### src/rtl/pipe_ctrl_if.sv
// Control bundle between the pipeline stages and the central pipeline controller.
// The master side is the controller; the slave side is the datapath it steers.
interface pipe_ctrl_if #(
  parameter int NUM_IRQ = 8
);
  logic               if_busy;
  logic               mem_busy;
  logic               ld_hazard;
  logic               mem_en;
  logic [29:0]        mem_pc;
  logic               mem_exc;
  logic [3:0]         mem_exc_code;
  logic               mem_eret;
  logic [NUM_IRQ-1:0] irq;
  logic               csr_ie_we;
  logic               csr_ie_wdata;
  logic               if_stall;
  logic               id_stall;
  logic               ex_stall;
  logic               mem_stall;
  logic               if_flush;
  logic               id_flush;
  logic               ex_flush;
  logic               mem_flush;
  logic [29:0]        new_pc;
  logic [29:0]        epc;
  logic [4:0]         cause;
  logic               int_en;

  modport master (
    input  if_busy, mem_busy, ld_hazard, mem_en, mem_pc, mem_exc, mem_exc_code,
           mem_eret, irq, csr_ie_we, csr_ie_wdata,
    output if_stall, id_stall, ex_stall, mem_stall,
           if_flush, id_flush, ex_flush, mem_flush,
           new_pc, epc, cause, int_en
  );

  modport slave (
    output if_busy, mem_busy, ld_hazard, mem_en, mem_pc, mem_exc, mem_exc_code,
           mem_eret, irq, csr_ie_we, csr_ie_wdata,
    input  if_stall, id_stall, ex_stall, mem_stall,
           if_flush, id_flush, ex_flush, mem_flush,
           new_pc, epc, cause, int_en
  );
endinterface

### src/rtl/pipe_ctrl.sv
// Central pipeline controller: stage stall/flush, MEM-stage trap/eret/interrupt
// arbitration, redirect PC and the EPC/cause/interrupt-enable state.
module pipe_ctrl #(
  parameter logic [29:0] EXC_VEC = 30'h0000_0010,
  parameter int          NUM_IRQ = 8
) (
  input  logic          cpu_clk,
  input  logic          cpu_rstn,
  pipe_ctrl_if.master   pif
);

  typedef enum logic [0:0] {
    ST_RUN   = 1'b0,
    ST_FLUSH = 1'b1
  } state_t;

  state_t             state_r;
  logic [NUM_IRQ-1:0] irq_meta_r;
  logic [NUM_IRQ-1:0] irq_sync_r;
  logic [29:0]        redirect_r;
  logic [29:0]        epc_r;
  logic [4:0]         cause_r;
  logic               int_en_r;

  logic               irq_pend_s;
  logic               ev_exc_s;
  logic               ev_eret_s;
  logic               ev_irq_s;
  logic               event_s;
  logic [3:0]         stall_s;   // {mem, ex, id, if}
  logic [3:0]         flush_s;   // {mem, ex, id, if}

  // Index of the lowest-numbered asserted request line.
  function automatic logic [3:0] lowest_irq(input logic [NUM_IRQ-1:0] req);
    lowest_irq = 4'd0;
    for (int i = NUM_IRQ - 1; i >= 0; i--) begin
      if (req[i]) begin
        lowest_irq = 4'(i);
      end
    end
  endfunction

  // MEM-stage event arbitration: exception beats eret beats interrupt.
  always_comb begin
    ev_exc_s   = 1'b0;
    ev_eret_s  = 1'b0;
    ev_irq_s   = 1'b0;
    irq_pend_s = int_en_r && (|irq_sync_r);
    if ((state_r == ST_RUN) && !pif.mem_busy && pif.mem_en) begin
      if (pif.mem_exc) begin
        ev_exc_s = 1'b1;
      end else if (pif.mem_eret) begin
        ev_eret_s = 1'b1;
      end else if (irq_pend_s) begin
        ev_irq_s = 1'b1;
      end else begin
        ev_irq_s = 1'b0;
      end
    end else begin
      ev_exc_s = 1'b0;
    end
    event_s = ev_exc_s | ev_eret_s | ev_irq_s;
  end

  // Stage hold/bubble selection; the redirect cycle overrides every hazard.
  always_comb begin
    stall_s = 4'b0000;
    flush_s = 4'b0000;
    if (state_r == ST_FLUSH) begin
      flush_s = 4'b1111;
    end else if (pif.mem_busy || event_s) begin
      stall_s = 4'b1111;
    end else if (pif.ld_hazard) begin
      stall_s = 4'b0011;
      flush_s = 4'b0100;
    end else if (pif.if_busy) begin
      stall_s = 4'b0001;
      flush_s = 4'b0010;
    end else begin
      stall_s = 4'b0000;
    end
  end

  assign pif.if_stall  = stall_s[0];
  assign pif.id_stall  = stall_s[1];
  assign pif.ex_stall  = stall_s[2];
  assign pif.mem_stall = stall_s[3];
  assign pif.if_flush  = flush_s[0];
  assign pif.id_flush  = flush_s[1];
  assign pif.ex_flush  = flush_s[2];
  assign pif.mem_flush = flush_s[3];
  assign pif.new_pc    = (state_r == ST_FLUSH) ? redirect_r : 30'd0;
  assign pif.epc       = epc_r;
  assign pif.cause     = cause_r;
  assign pif.int_en    = int_en_r;

  // Controller state, trap CSRs and the irq synchronizer.
  always_ff @(posedge cpu_clk or negedge cpu_rstn) begin
    if (!cpu_rstn) begin
      state_r    <= ST_RUN;
      irq_meta_r <= '0;
      irq_sync_r <= '0;
      redirect_r <= 30'd0;
      epc_r      <= 30'd0;
      cause_r    <= 5'd0;
      int_en_r   <= 1'b0;
    end else begin
      irq_meta_r <= pif.irq;
      irq_sync_r <= irq_meta_r;
      case (state_r)
        ST_RUN: begin
          if (ev_exc_s) begin
            epc_r      <= pif.mem_pc;
            cause_r    <= {1'b0, pif.mem_exc_code};
            int_en_r   <= 1'b0;
            redirect_r <= EXC_VEC;
            state_r    <= ST_FLUSH;
          end else if (ev_eret_s) begin
            redirect_r <= epc_r;
            int_en_r   <= 1'b1;
            state_r    <= ST_FLUSH;
          end else if (ev_irq_s) begin
            epc_r      <= pif.mem_pc;
            cause_r    <= {1'b1, lowest_irq(irq_sync_r)};
            int_en_r   <= 1'b0;
            redirect_r <= EXC_VEC;
            state_r    <= ST_FLUSH;
          end else if (pif.csr_ie_we) begin
            int_en_r <= pif.csr_ie_wdata;
          end else begin
            state_r <= ST_RUN;
          end
        end
        ST_FLUSH: begin
          state_r <= ST_RUN;
        end
        default: begin
          state_r <= ST_RUN;
        end
      endcase
    end
  end

endmodule
### src/flat_wrapper.sv
// flat-port wrapper written by rule: the top's interface ports become plain ports
module pipe_ctrl_flat 
#(
  parameter logic [29:0] EXC_VEC = 30'h0000_0010,
  parameter int          NUM_IRQ = 8
)
  (cpu_clk, cpu_rstn, pif_if_busy, pif_mem_busy, pif_ld_hazard, pif_mem_en, pif_mem_pc, pif_mem_exc, pif_mem_exc_code, pif_mem_eret, pif_irq, pif_csr_ie_we, pif_csr_ie_wdata, pif_if_stall, pif_id_stall, pif_ex_stall, pif_mem_stall, pif_if_flush, pif_id_flush, pif_ex_flush, pif_mem_flush, pif_new_pc, pif_epc, pif_cause, pif_int_en);
  pipe_ctrl_if #(.NUM_IRQ(NUM_IRQ)) pif_i ();
  input  logic cpu_clk;
  input  logic cpu_rstn;
  input wire logic [$bits(pif_i.if_busy)-1:0] pif_if_busy;
  input wire logic [$bits(pif_i.mem_busy)-1:0] pif_mem_busy;
  input wire logic [$bits(pif_i.ld_hazard)-1:0] pif_ld_hazard;
  input wire logic [$bits(pif_i.mem_en)-1:0] pif_mem_en;
  input wire logic [$bits(pif_i.mem_pc)-1:0] pif_mem_pc;
  input wire logic [$bits(pif_i.mem_exc)-1:0] pif_mem_exc;
  input wire logic [$bits(pif_i.mem_exc_code)-1:0] pif_mem_exc_code;
  input wire logic [$bits(pif_i.mem_eret)-1:0] pif_mem_eret;
  input wire logic [$bits(pif_i.irq)-1:0] pif_irq;
  input wire logic [$bits(pif_i.csr_ie_we)-1:0] pif_csr_ie_we;
  input wire logic [$bits(pif_i.csr_ie_wdata)-1:0] pif_csr_ie_wdata;
  output wire logic [$bits(pif_i.if_stall)-1:0] pif_if_stall;
  output wire logic [$bits(pif_i.id_stall)-1:0] pif_id_stall;
  output wire logic [$bits(pif_i.ex_stall)-1:0] pif_ex_stall;
  output wire logic [$bits(pif_i.mem_stall)-1:0] pif_mem_stall;
  output wire logic [$bits(pif_i.if_flush)-1:0] pif_if_flush;
  output wire logic [$bits(pif_i.id_flush)-1:0] pif_id_flush;
  output wire logic [$bits(pif_i.ex_flush)-1:0] pif_ex_flush;
  output wire logic [$bits(pif_i.mem_flush)-1:0] pif_mem_flush;
  output wire logic [$bits(pif_i.new_pc)-1:0] pif_new_pc;
  output wire logic [$bits(pif_i.epc)-1:0] pif_epc;
  output wire logic [$bits(pif_i.cause)-1:0] pif_cause;
  output wire logic [$bits(pif_i.int_en)-1:0] pif_int_en;
  assign pif_i.if_busy = pif_if_busy;
  assign pif_i.mem_busy = pif_mem_busy;
  assign pif_i.ld_hazard = pif_ld_hazard;
  assign pif_i.mem_en = pif_mem_en;
  assign pif_i.mem_pc = pif_mem_pc;
  assign pif_i.mem_exc = pif_mem_exc;
  assign pif_i.mem_exc_code = pif_mem_exc_code;
  assign pif_i.mem_eret = pif_mem_eret;
  assign pif_i.irq = pif_irq;
  assign pif_i.csr_ie_we = pif_csr_ie_we;
  assign pif_i.csr_ie_wdata = pif_csr_ie_wdata;
  assign pif_if_stall = pif_i.if_stall;
  assign pif_id_stall = pif_i.id_stall;
  assign pif_ex_stall = pif_i.ex_stall;
  assign pif_mem_stall = pif_i.mem_stall;
  assign pif_if_flush = pif_i.if_flush;
  assign pif_id_flush = pif_i.id_flush;
  assign pif_ex_flush = pif_i.ex_flush;
  assign pif_mem_flush = pif_i.mem_flush;
  assign pif_new_pc = pif_i.new_pc;
  assign pif_epc = pif_i.epc;
  assign pif_cause = pif_i.cause;
  assign pif_int_en = pif_i.int_en;
  pipe_ctrl #(.EXC_VEC(EXC_VEC), .NUM_IRQ(NUM_IRQ)) u_core (.cpu_clk(cpu_clk), .cpu_rstn(cpu_rstn), .pif(pif_i));
endmodule
### config.mk
export PLATFORM = sky130hd
export DESIGN_NAME = pipe_ctrl_flat
export DESIGN_NICKNAME = d
export VERILOG_FILES = /design/src/rtl/pipe_ctrl_if.sv /design/src/rtl/pipe_ctrl.sv /design/src/flat_wrapper.sv
export SDC_FILE = /design/constraint.sdc
export NUM_CORES = 1
export LEC_CHECK = 0
export BUFFER_PORTS_ARGS = -buffer_cell sky130_fd_sc_hd__buf_4
export CAP_MARGIN = 10
export CORE_MARGIN = 4
export CORE_UTILIZATION = 53
export DETAILED_ROUTE_END_ITERATION = 7
export PLACE_DENSITY = 0.88
export SYNTH_ARGS = -nofsm -noshare
export SYNTH_HDL_FRONTEND = slang
export SYNTH_SLANG_ARGS = --single-unit
export TNS_END_PERCENT = 20
### constraint.sdc
create_clock -name cpu_clk -period 4.5 [get_ports cpu_clk]
set_input_delay 0.9 -clock cpu_clk [delete_from_list [all_inputs] [get_ports cpu_clk]]
set_output_delay 0.9 -clock cpu_clk [all_outputs]
set_load 0.005 [all_outputs]
# Word-level counts from Yosys, hierarchy flattened
# Cells that the tools add are included.
# W data, S select, Z words.
totals:
  word_cells: 66
  in_bits: 52
  output_inout_bits: 74
  reg_bits: 83
classes:
  n_reduce_logical: 12
  n_mux: 43
  bitwise: 3
  eq_ne: 1
op_table:
  columns: ["cell", "n"]
  rows:
  - ["$mux W30", 7]
  - ["$mux W3", 8]
  - ["$mux W4", 6]
  - ["$mux W1", 17]
  - ["$mux W5", 3]
  - ["$reduce_or A8 Y1", 1]
  - ["$reduce_and A2 Y1", 2]
  - ["$reduce_bool A4 Y1", 1]
  - ["$logic_and A1 B1 Y1", 3]
  - ["$reduce_and A3 Y1", 1]
  - ["$reduce_bool A3 Y1", 1]
  - ["$mux W2", 1]
  - ["$ne A2 B1 Y1 const B", 1]
  - ["$or A1 B1 Y1", 2]
  - ["$pmux W1 S2", 1]
  - ["$reduce_bool A2 Y1", 1]
  - ["$logic_not A1 Y1", 1]
  - ["$logic_or A1 B1 Y1", 1]
  - ["$not A1 Y1", 1]

# Longest topological paths before layout
logic_depth:
  depth_word: 11
  ltp_mapped: 7
  ltp_nobuf: 5

# Worst setup path before layout
# Ideal clock, no wire load.
synth_path:
  path_kind: "in2out"
  start: "input port pif_mem_busy"
  end: "output port pif_mem_stall"
  setup_slack_ns: 1.444
  t_required_ns: 3.600
  path_stages: 6
  n_path_buf: 3
  arrival_ns: 2.156
  path_cell_list: "or3b_2 a21o_1 buf_4 buf_4 a21oi_1 buf_4"
synth_via:
  elab_chain_cells: 9
  elab_cells_between_ends: 11
synth_lines:
  columns: ["item", "line_no", "text"]
  rows:
  - ["from (decl)", "flat_wrapper.sv:12", "input wire logic [$bits(pif_i.mem_busy)-1:0] pif_mem_busy;"]
  - ["$logic_not A1 Y1", "pipe_ctrl.sv:49", "if ((state_r == ST_RUN) && !pif.mem_busy && pif.mem_en) begin"]
  - ["$logic_and A1 B1 Y1 (2 in series)", "pipe_ctrl.sv:49", null]
  - ["$mux W1", "pipe_ctrl.sv:49", null]
  - ["$or A1 B1 Y1 (2 in series)", "pipe_ctrl.sv:62", "event_s = ev_exc_s | ev_eret_s | ev_irq_s;"]
  - ["$logic_or A1 B1 Y1 (*)", "pipe_ctrl.sv:71", "end else if (pif.mem_busy || event_s) begin"]
  - ["$mux W4 (*)", "pipe_ctrl.sv:71", null]
  - ["$mux W4 (*)", "pipe_ctrl.sv:69", "if (state_r == ST_FLUSH) begin"]
  - ["to (decl)", "flat_wrapper.sv:25", "output wire logic [$bits(pif_i.mem_stall)-1:0] pif_mem_stall;"]
# Every way passes the cells marked *; elsewhere a longest branch is shown, timed or not.

# Final worst setup path
layout_path:
  start: "register u_core.irq_sync_r[5]"
  end: "output port pif_id_flush"
layout_via:
  elab_chain_cells: 10
layout_lines:
  columns: ["item", "line_no", "text"]
  rows:
  - ["from (decl)", "pipe_ctrl.sv:19", "logic [NUM_IRQ-1:0] irq_sync_r;"]
  - ["from (signal assigned)", "pipe_ctrl.sv:109", "irq_sync_r <= irq_meta_r;"]
  - ["$reduce_or A8 Y1", "pipe_ctrl.sv:48", "irq_pend_s = int_en_r && (|irq_sync_r);"]
  - ["$logic_and A1 B1 Y1", "pipe_ctrl.sv:48", null]
  - ["$mux W1", "pipe_ctrl.sv:54", "end else if (irq_pend_s) begin"]
  - ["$mux W1", "pipe_ctrl.sv:52", "end else if (pif.mem_eret) begin"]
  - ["$mux W1", "pipe_ctrl.sv:50", "if (pif.mem_exc) begin"]
  - ["$mux W1", "pipe_ctrl.sv:49", null]
  - ["$or A1 B1 Y1", "pipe_ctrl.sv:62", null]
  - ["$logic_or A1 B1 Y1", "pipe_ctrl.sv:71", null]
  - ["$mux W4", "pipe_ctrl.sv:71", null]
  - ["$mux W4", "pipe_ctrl.sv:69", null]
  - ["to (decl)", "flat_wrapper.sv:27", "output wire logic [$bits(pif_i.id_flush)-1:0] pif_id_flush;"]
# Every way passes these cells.

==> metrics.txt <==
Syn Std Cell Area=3430 um2; Peak VDD IR=0.000285 V; Static Leak=2.31 nW; CTS Buf Count=9; grt total ovfl=0; adder-cell area share of the yosys netlist=0%; Post-Syn Instances=243; Worst-path clk slew=0.08 ns; syn_area_per_cell=14.1 um2; kind of critical path=reg -> out; Synth async-reset ratio=100%; DR vias/cell=5.45; RSZ-0062 raised after global routing=no; Setup crit end kind=output port; Die ar.=7810 um2; Final min period=3.40 ns; Post-Synth Simple-Gate Area=9.75%; hold crit path type=reg -> reg; main combinational cell family by area after synthesis=multiplexers; FF/Latch Area=2080 um2; clk_lat worst skew=0.34 ns; status=finished clean; Synth Warn #=0; n_diodes=0; CP Max Fanout=17; period utilisation layout=75.5%; Hold Fails Final Rpt=0; Routed WL=7710 um; Die Y=88.4 um; starting density of the core=54.3%; DRC=0; Sink Count=83; vias in the first global route=2534; r2r setup slk=1.95 ns; Max-slew headroom=22.6%; Primary FF master, synth=dfrtp_1; critical-path cell list=or4_4, o21ai_0, a21o_1, a31o_2, buf_4; Worst Setup Start Kind=register; f_max=0.294 GHz; pins over their slew limit=0; I/O pins=126; Setup Viol. Count Final=0; HPWL Detailed=5480 um; floorplan core area=6310 um2; Min Hold Slack=0.347 ns; CP Data Required Time=3.60 ns; final setup TNS=0 ns; first-pass GRT wire length=12000 um; worst-case clock buffer depth=2; Cell variety after synth=37; quantity of gates resized following cts=0; maximum level of the CTS H-tree=3; pwr dens=430 nW/um2; CTS Hold Bufs=0; CTS tree=built; CP max-delay cell=or4_4; post-synthesis xor/xnor area fraction=0%; initial antenna violation count=0; Seq/Total Area, Yosys=60.6%; Fillers=446; max cap viols=0; DR vias=2435; #FFs+latches synth=83; Post-CTS Setup Inserts=0; share of layout cells above drive strength 1=48.9%; FP Rows=29; Final GP Congestion=0.759; worst-margin pin slew=1.15 ns; post-route ant nets=0; Post-synth EDFFs=0; slowest stage delay, CP=0.57 ns; CTS Root Cell=clkbuf_8; DR iter-0 viols=95; Critical Path AT=2.50 ns; largest net degree at the start of global routing=84; Tot GR Track Use=20.0%; area occupied by multi-input gates=1220 um2; Layout area overhead=33.5%; Clock Skew=0.0138 ns; wire length per cell=17.3 um; post-synthesis mux area share=13.7%; width of the chip=88.4 um; port buffer count=125; Pre-antenna DRT Iters=4; final net count=417; Compound-Gate Fraction of Synth Area=12.1%; post-synth net total=295
## report_power, final
| group | switching (W) | total [W] | internal [W] | leakage [nW] |
|---|---|---|---|---|
| clock network | 0.000250 | 0.000525 | 0.000275 | 0.0943 |
| registers | 0.000102 | 0.000983 | 0.000881 | 1.03 |
| logic | 0.000154 | 0.000458 | 0.000304 | 1.19 |
| total | 0.000506 | 0.00197 | 0.00146 | 2.31 |
## logic make-up after synthesis
family                 count (synthesis)
AO/OA/AOI/OAI                         50
AND/OR/NAND/NOR                       55
multiplexers                          32
buffers and inverters                 23
flip-flops                            83
## per-layer routing
metal | global-route usage, % | routed length (um)
met1 | 24.9 | 3130
met2 | 33.3 | 3860
met3 | 4.93 | 561
met4 | 8.79 | 161
met5 | 0 | 0
## critical path: cells and delay by family (launching register included)
family / cells / cell delay [ns]
DFF: 1 / 0.40
buffers and inverters: 1 / 0.10
and+or+nand+nor: 1 / 0.57
AOI/OAI and AO/OA: 3 / 1.08
## synth_stat cells (3+ instances only)
| cell type | number | area (um2) |
|---|---|---|
| a21oi_1 | 3 | 15.0 |
| a22o_1 | 29 | 254 |
| a31oi_1 | 3 | 18.8 |
| and2_1 | 30 | 188 |
| buf_4 | 6 | 45.0 |
| buf_6 | 3 | 33.8 |
| clkbuf_1 | 8 | 30.0 |
| dfrtp_1 | 83 | 2080 |
| inv_1 | 6 | 22.5 |
| mux2_4 | 29 | 435 |
| nand2_1 | 5 | 18.8 |
| nor2_1 | 6 | 22.5 |
| nor3_1 | 3 | 15.0 |
## sequential cells by signal (all words and copies together), names as in the netlist
register,count
u_core.redirect_r,30
u_core.pif.epc,30
u_core.irq_meta_r,8
u_core.state_r,1
u_core.pif.int_en,1
u_core.pif.cause,5
u_core.irq_sync_r,8
## layout make-up
class	instances	share of cell area [%]
well taps	77	2.11
repair buffers	128	21.0
multi-input cells	137	26.7
clock buffers	13	3.25
inverters	6	0.492
flip-flops and latches	83	45.4
clock inverters	3	1.01
## stage by stage
step	instances	setup WS, ns	power, W	instance area, um2	util [%]
3_5_place_dp	431	1.23	0.00146	4380	69.4
5_1_grt	447	0.980	0.00207	4570	72.5
2_1_floorplan	243	1.44	0.00120	3430	-
6_report	447	1.10	0.00197	4570	72.5
4_1_cts	447	1.09	0.00199	4570	72.5
3_3_place_gp	431	1.28	0.00143	4380	69.4
## path summary, 6_finish.rpt
path,start,end,depth (start not counted)
setup / recovery,u_core.irq_sync_r[5],pif_id_flush,5
setup reg to reg,u_core.state_r,u_core.pif.epc[0],5
max in group asynchronous,cpu_rstn,u_core.state_r,1
hold reg to reg,u_core.irq_meta_r[5],u_core.irq_sync_r[5],0
hold / removal,u_core.irq_meta_r[5],u_core.irq_sync_r[5],0
min in group asynchronous,cpu_rstn,u_core.pif.epc[15],1
## layout by cell type (no fill, tap or decap), types with 2 or more instances in the layout
| cell type | netlist | final |
|---|---|---|
| a31o_2 | 2 | 2 |
| mux2_4 | 29 | 29 |
| or4_4 | 2 | 2 |
| a31oi_1 | 3 | 3 |
| nor3_1 | 3 | 2 |
| inv_1 | 6 | 6 |
| nor2_1 | 6 | 6 |
| a21o_1 | 2 | 2 |
| a22o_1 | 29 | 29 |
| dfrtp_1 | 83 | 83 |
| mux2_2 | 2 | 2 |
| o21ai_0 | 2 | 2 |
| buf_4 | 6 | 128 |
| a21oi_1 | 3 | 3 |
| nand2_1 | 5 | 5 |
| clkbuf_1 | 8 | 3 |
| and2_1 | 30 | 30 |
| clkbuf_8 | 0 | 10 |
Note: power is estimated with default switching activity, not from simulation.
